[config.mk]
export PLATFORM = sky130hd
export DESIGN_NAME = mem_access_stage
export DESIGN_NICKNAME = d
export VERILOG_FILES = /design/src/rtl/mem_access_stage.sv
export SDC_FILE = /design/constraint.sdc
export NUM_CORES = 1
export LEC_CHECK = 0
export ABC_CLOCK_PERIOD_IN_PS = 4500
export CORE_ASPECT_RATIO = 0.6
export CORE_MARGIN = 2
export CORE_UTILIZATION = 44
export CTS_BUF_LIST = sky130_fd_sc_hd__clkbuf_4
export DETAILED_ROUTE_END_ITERATION = 7
export PLACE_DENSITY = 0.95
export SYNTH_ARGS = -nofsm -noshare
export SYNTH_HDL_FRONTEND = slang
export SYNTH_SLANG_ARGS = --single-unit
export TNS_END_PERCENT = 100
[constraint.sdc]
create_clock -name clk_i -period 4.5 [get_ports clk_i]
set_clock_uncertainty 0.15 [all_clocks]
set_input_delay 0.675 -clock clk_i [delete_from_list [all_inputs] [get_ports clk_i]]
set_output_delay 0.675 -clock clk_i [all_outputs]
set_load 0.01 [all_outputs]
[src/rtl/mem_access_stage.sv]
// -----------------------------------------------------------------------------
// mem_access_stage
//
// MEM stage of the 5-stage pipeline. Takes the EX/MEM register outputs, runs
// loads and stores over a request/acknowledge data-memory port, stalls the
// upstream pipeline while an access is outstanding, and holds the MEM/WB
// pipeline register that feeds writeback. Misaligned accesses and memory
// timeouts are reported on err_o as one-cycle pulses.
//
// Parameters
//   TIMEOUT_CYCLES : max WAIT cycles without ack before the access is
//                    aborted; 0 disables the timeout.
//
// Ports
//   clk_i, rst_i        : clock, synchronous active-high reset
//   RegWrite_i ..
//   RDaddr_i            : EX/MEM register fields
//   mem_req_o           : request, held high until ack or abort
//   mem_we_o            : 1 = write
//   mem_addr_o          : word-aligned byte address
//   mem_wdata_o         : write data
//   mem_ack_i           : one-cycle completion strobe
//   mem_rdata_i         : read data, valid with mem_ack_i
//   stall_o             : combinational; freezes PC, IF/ID, ID/EX, EX/MEM
//   err_o               : one-cycle pulse on misalignment or timeout
//   RegWrite_o ..
//   RDaddr_o            : MEM/WB register fields
// -----------------------------------------------------------------------------
module mem_access_stage #(
    parameter int TIMEOUT_CYCLES = 16
) (
    input  logic        clk_i,
    input  logic        rst_i,

    input  logic        RegWrite_i,
    input  logic        MemtoReg_i,
    input  logic        MemRead_i,
    input  logic        MemWrite_i,
    input  logic [31:0] ALUResult_i,
    input  logic [31:0] RS2data_i,
    input  logic [4:0]  RDaddr_i,

    output logic        mem_req_o,
    output logic        mem_we_o,
    output logic [31:0] mem_addr_o,
    output logic [31:0] mem_wdata_o,
    input  logic        mem_ack_i,
    input  logic [31:0] mem_rdata_i,

    output logic        stall_o,
    output logic        err_o,

    output logic        RegWrite_o,
    output logic        MemtoReg_o,
    output logic [31:0] ALUResult_o,
    output logic [31:0] ReadData_o,
    output logic [4:0]  RDaddr_o
);

    localparam int CNT_W = (TIMEOUT_CYCLES < 1) ? 1 : $clog2(TIMEOUT_CYCLES + 1);
    localparam int LAST_INT = (TIMEOUT_CYCLES > 0) ? (TIMEOUT_CYCLES - 1) : 0;
    localparam logic [CNT_W-1:0] CNT_LAST = CNT_W'(LAST_INT);
    localparam bit TIMEOUT_EN = (TIMEOUT_CYCLES != 0);

    localparam logic [0:0] ST_IDLE = 1'b0;
    localparam logic [0:0] ST_WAIT = 1'b1;

    logic [0:0]       state_q,       state_d;
    logic [CNT_W-1:0] cnt_q,         cnt_d;
    logic             mem_req_q,     mem_req_d;
    logic             mem_we_q,      mem_we_d;
    logic [31:0]      mem_addr_q,    mem_addr_d;
    logic [31:0]      mem_wdata_q,   mem_wdata_d;
    logic             err_q,         err_d;
    logic             regwrite_q,    regwrite_d;
    logic             memtoreg_q,    memtoreg_d;
    logic [31:0]      aluresult_q,   aluresult_d;
    logic [31:0]      readdata_q,    readdata_d;
    logic [4:0]       rdaddr_q,      rdaddr_d;

    logic access;
    logic aligned;
    logic is_load;
    logic timeout_hit;

    assign access  = MemRead_i | MemWrite_i;
    assign aligned = (ALUResult_i[1:0] == 2'b00);
    // Read+write together is treated as a write, so only a pure read loads.
    assign is_load = MemRead_i & ~MemWrite_i;
    assign timeout_hit = TIMEOUT_EN && (cnt_q == CNT_LAST);

    always_comb begin
        state_d     = state_q;
        cnt_d       = cnt_q;
        mem_req_d   = 1'b0;
        // Address/data/direction hold their last values unless a new
        // request is launched; they stay stable through WAIT.
        mem_we_d    = mem_we_q;
        mem_addr_d  = mem_addr_q;
        mem_wdata_d = mem_wdata_q;
        err_d       = 1'b0;
        // Default MEM/WB content is a bubble.
        regwrite_d  = 1'b0;
        memtoreg_d  = 1'b0;
        aluresult_d = 32'd0;
        readdata_d  = 32'd0;
        rdaddr_d    = 5'd0;
        stall_o     = 1'b0;

        if (state_q == ST_IDLE) begin
            if (access && aligned) begin
                stall_o     = 1'b1;
                mem_req_d   = 1'b1;
                mem_we_d    = MemWrite_i;
                mem_addr_d  = ALUResult_i;
                mem_wdata_d = RS2data_i;
                cnt_d       = '0;
                state_d     = ST_WAIT;
            end else if (access) begin
                // Misaligned: squash the instruction but keep its identity
                // visible in MEM/WB for debug.
                err_d       = 1'b1;
                aluresult_d = ALUResult_i;
                rdaddr_d    = RDaddr_i;
            end else begin
                regwrite_d  = RegWrite_i;
                memtoreg_d  = MemtoReg_i;
                aluresult_d = ALUResult_i;
                rdaddr_d    = RDaddr_i;
            end
        end else begin
            if (mem_ack_i) begin
                // Ack has priority over a coincident timeout.
                regwrite_d  = RegWrite_i;
                memtoreg_d  = MemtoReg_i;
                aluresult_d = ALUResult_i;
                rdaddr_d    = RDaddr_i;
                readdata_d  = is_load ? mem_rdata_i : 32'd0;
                state_d     = ST_IDLE;
            end else if (timeout_hit) begin
                // Abort: drop the instruction and release the pipeline.
                err_d       = 1'b1;
                state_d     = ST_IDLE;
            end else begin
                stall_o     = 1'b1;
                mem_req_d   = 1'b1;
                cnt_d       = TIMEOUT_EN ? (cnt_q + CNT_W'(1)) : cnt_q;
            end
        end
    end

    always_ff @(posedge clk_i) begin
        if (rst_i) begin
            state_q     <= ST_IDLE;
            cnt_q       <= '0;
            mem_req_q   <= 1'b0;
            mem_we_q    <= 1'b0;
            mem_addr_q  <= 32'd0;
            mem_wdata_q <= 32'd0;
            err_q       <= 1'b0;
            regwrite_q  <= 1'b0;
            memtoreg_q  <= 1'b0;
            aluresult_q <= 32'd0;
            readdata_q  <= 32'd0;
            rdaddr_q    <= 5'd0;
        end else begin
            state_q     <= state_d;
            cnt_q       <= cnt_d;
            mem_req_q   <= mem_req_d;
            mem_we_q    <= mem_we_d;
            mem_addr_q  <= mem_addr_d;
            mem_wdata_q <= mem_wdata_d;
            err_q       <= err_d;
            regwrite_q  <= regwrite_d;
            memtoreg_q  <= memtoreg_d;
            aluresult_q <= aluresult_d;
            readdata_q  <= readdata_d;
            rdaddr_q    <= rdaddr_d;
        end
    end

    assign mem_req_o   = mem_req_q;
    assign mem_we_o    = mem_we_q;
    assign mem_addr_o  = mem_addr_q;
    assign mem_wdata_o = mem_wdata_q;
    assign err_o       = err_q;
    assign RegWrite_o  = regwrite_q;
    assign MemtoReg_o  = memtoreg_q;
    assign ALUResult_o = aluresult_q;
    assign ReadData_o  = readdata_q;
    assign RDaddr_o    = rdaddr_q;

endmodule

==> flow_summary.ini <==
[run_status]
status = finished clean

[worst_setup_path]
cp.required_ns = 3.67
crit_chain = ha_1, and3_1, ha_1, or3b_1, o21ai_2, clkdlybuf4s50_1
timing.rr.start = mem_req_o
crit_top_cell = ha_1
crit_fanout = 6
cpPeakStageDelay_ns = 0.62
crit_buf_inv = 1
path_delay_family = simple AND/OR/NAND/NOR gates
crit_type = register to output port
crit_path_start_kind = register
worstPathArrival_ns = 2.82
end_kind = output port
crit_path_top_delay_cell = clkdlybuf4s50_1
startpoint = cnt_q[0]

[floorplan]
die_w_um = 138
dieArea_mm2 = 0.0116
io_pins = 247
die_h_um = 84.3
core_area_mm2 = 0.0105
rows = 29
start_util_pct = 44.9

[route]
dr_wl_met2_um = 7240
met1_length_um = 5740
wl_um = 14600
highest_layer = met4
drt_iter0_drc = 263
avgRoutedWirePerCell_um = 16.8
num_vias = 4487
drcViolationCount = 0
via_per_inst = 5.17
first_pass_iters = 5
postRouteAntennaNets = 0
wl_met3_um = 1300

[layout]
diodes = 0
final_core_util_pct = 72.0
fill_cells = 731
drive_gt1_share_pct = 6.45
fin_nets = 826
syn2layout_area_growth_pct = 60.1

[synth]
ys_ff_latch = 143
syn_area_mm2 = 0.00473
syn_avg_cell_area_um2 = 9.71
synth_seq_area_share_pct = 60.5
ys_warn_count = 0
synth_cells = 487
synth_fp_nets = 597
ys_types = 34

[grt]
grt_overflow = 0
grt_max_degree = 69
grt_pass1_vias = 4356
antenna_found_initial = 0
grtUsageTotal_pct = 24.7
grt_pass1_wl_um = 22300

[sta]
hold_slack_ns = 0.333
worst_pin_slew_ns = 0.942
rsz0062_at_grt = false
fin_setup_tns_ns = 0
period_minus_slack_ns = 3.65
fin_crit_sh_pct = 81.1
setup_viol = 0
finalHoldViolCount = 0
fmax_ghz = 0.274
slew_headroom_pct = 37.0
drv_slew = 0

[clock_tree]
cts_hold_buf = 0
cts_tree = done
cts_setup_buffers = 0
htreeDepth = 4
cts-root-buf = clkbuf_4
clock-sinks = 143
cts_buffers = 17
clock_latency_ns = 0.53
cts_resized = 0
path_clk_slew_ns = 0.12
clockBufferDepth = 2

[pwr]
ir_drop_mv = 0.183
switching_share_pct = 24.8
pwr-share-clk_pct = 35.6
share_seq_of_total_power_pct = 51.0
intPower_mw = 1.96
powerDensity_mw_per_mm2 = 345
p_sw_uw = 648
leakage_nw = 2.74
pwr-share-comb_pct = 13.4

[min_path]
hold_path_startpoint = mem_we_o
hold_path.class = register to register

[place]
place.gp.congestion = 0.780
placement.io_buffers = 246
hpwl_um = 10100

[run]
drv_cap = 0
path summary, 6_finish.rpt:
kind / end / slack [ns] / cells after the start
max: stall_o / 0.85 / 6
min: mem_we_o / 0.33 / 2
max reg2reg: mem_addr_o[24] / 2.21 / 4
min reg2reg: mem_we_o / 0.33 / 2
metrics by stage:
step	area [µm²]	setup WS [ns]	total power, mW	instances
6_report	7570	0.851	2.61	868
5_1_grt	7570	0.701	2.71	868
4_1_cts	7570	0.841	2.63	868
3_5_place_dp	7240	1.25	1.71	836
3_3_place_gp	7240	1.27	1.70	836
2_1_floorplan	4730	2.17	1.49	487
worst register-to-register path, delay by kind of cell, from the launching register on:
kind	cells	cell delay, ns
buf+inv	1	0.43
compound gates	2	1.05
flops	1	0.40
simple gates	1	0.18
sequential cells by signal, summed over array words and instances, names as in the netlist:
signal	flops
mem_addr_o	32
MemtoReg_o	1
ALUResult_o	32
RDaddr_o	5
RegWrite_o	1
mem_we_o	1
err_o	1
mem_wdata_o	32
mem_req_o	1
ReadData_o	32
cnt_q	5
logic make-up after synthesis:
family                   Yosys count  share of synthesized area, %
AND/OR/NAND/NOR                  154                          18.6
buffers and inverters             45                          4.05
AO/OA/AOI/OAI                    143                          16.3
flip-flops                       143                          60.5
adder cells (fa/ha/maj)            2                         0.529
Yosys cell counts (all sizes together):
master   instances  share of area [%]
dfxtp          143                 61
and2            72                9.5
a21oi           67                7.1
nand3           64                6.8
o21ai           64                6.9
clkbuf          26                2.1
buf             17                1.8
nor2             5               0.45
nand2            3               0.24
nor3b            3               0.58
a211oi           2               0.53
ha               2               0.53
inv              2               0.16
o211ai           2               0.32
a22oi            1               0.16
a311oi           1               0.19
a41oi            1               0.19
and3             1               0.13
nand2b           1               0.13
nand4b           1               0.19
nor2b            1               0.13
o2111ai          1               0.19
o21a             1               0.16
o21ba            1               0.21
o21bai           1               0.24
o31ai            1               0.16
or2              1               0.13
or3              1               0.13
or3b             1               0.19
power by group through the flow:
| stage | Combinational (mW) | Clock [mW] | Sequential, mW |
|---|---|---|---|
| 5_1_grt | 0.375 | 1.00 | 1.34 |
| 4_1_cts | 0.351 | 0.947 | 1.33 |
| 6_report | 0.351 | 0.929 | 1.33 |
| 2_1_floorplan | 0.104 | 0 | 1.38 |
| 3_3_place_gp | 0.338 | 0 | 1.36 |
| 3_5_place_dp | 0.348 | 0 | 1.36 |
area by class of cell:
class	instances	area, µm²	share of cell area, %
clock inverters	13	188	2.48
clock buffers	19	143	1.88
flip-flops and latches	143	2860	37.8
well taps	139	174	2.30
repair buffers	253	2510	33.2
inverters	2	7.51	0.0992
multi-input cells	299	1690	22.3
placed cells by master, fill, tap and decap left out, drive strengths merged, types with 3 or more instances in the layout:
cell type and count:
a21oi 67, nand3 64, bufinv 4, inv 3, dfxtp 143, o21ai 64
buf 8, nand2 3, clkdlybuf4s50 245, clkinv 6, nor2 5, nor3b 3
and2 72, clkbuf 19
per-layer routing:
layer	GRT usage, %	vias to the layer above
li1	-	2133
met3	9.06	30
met1	28.3	2108
met5	0	-
met2	42.7	216
met4	8.35	0
Power figures use the tool's default switching activity.
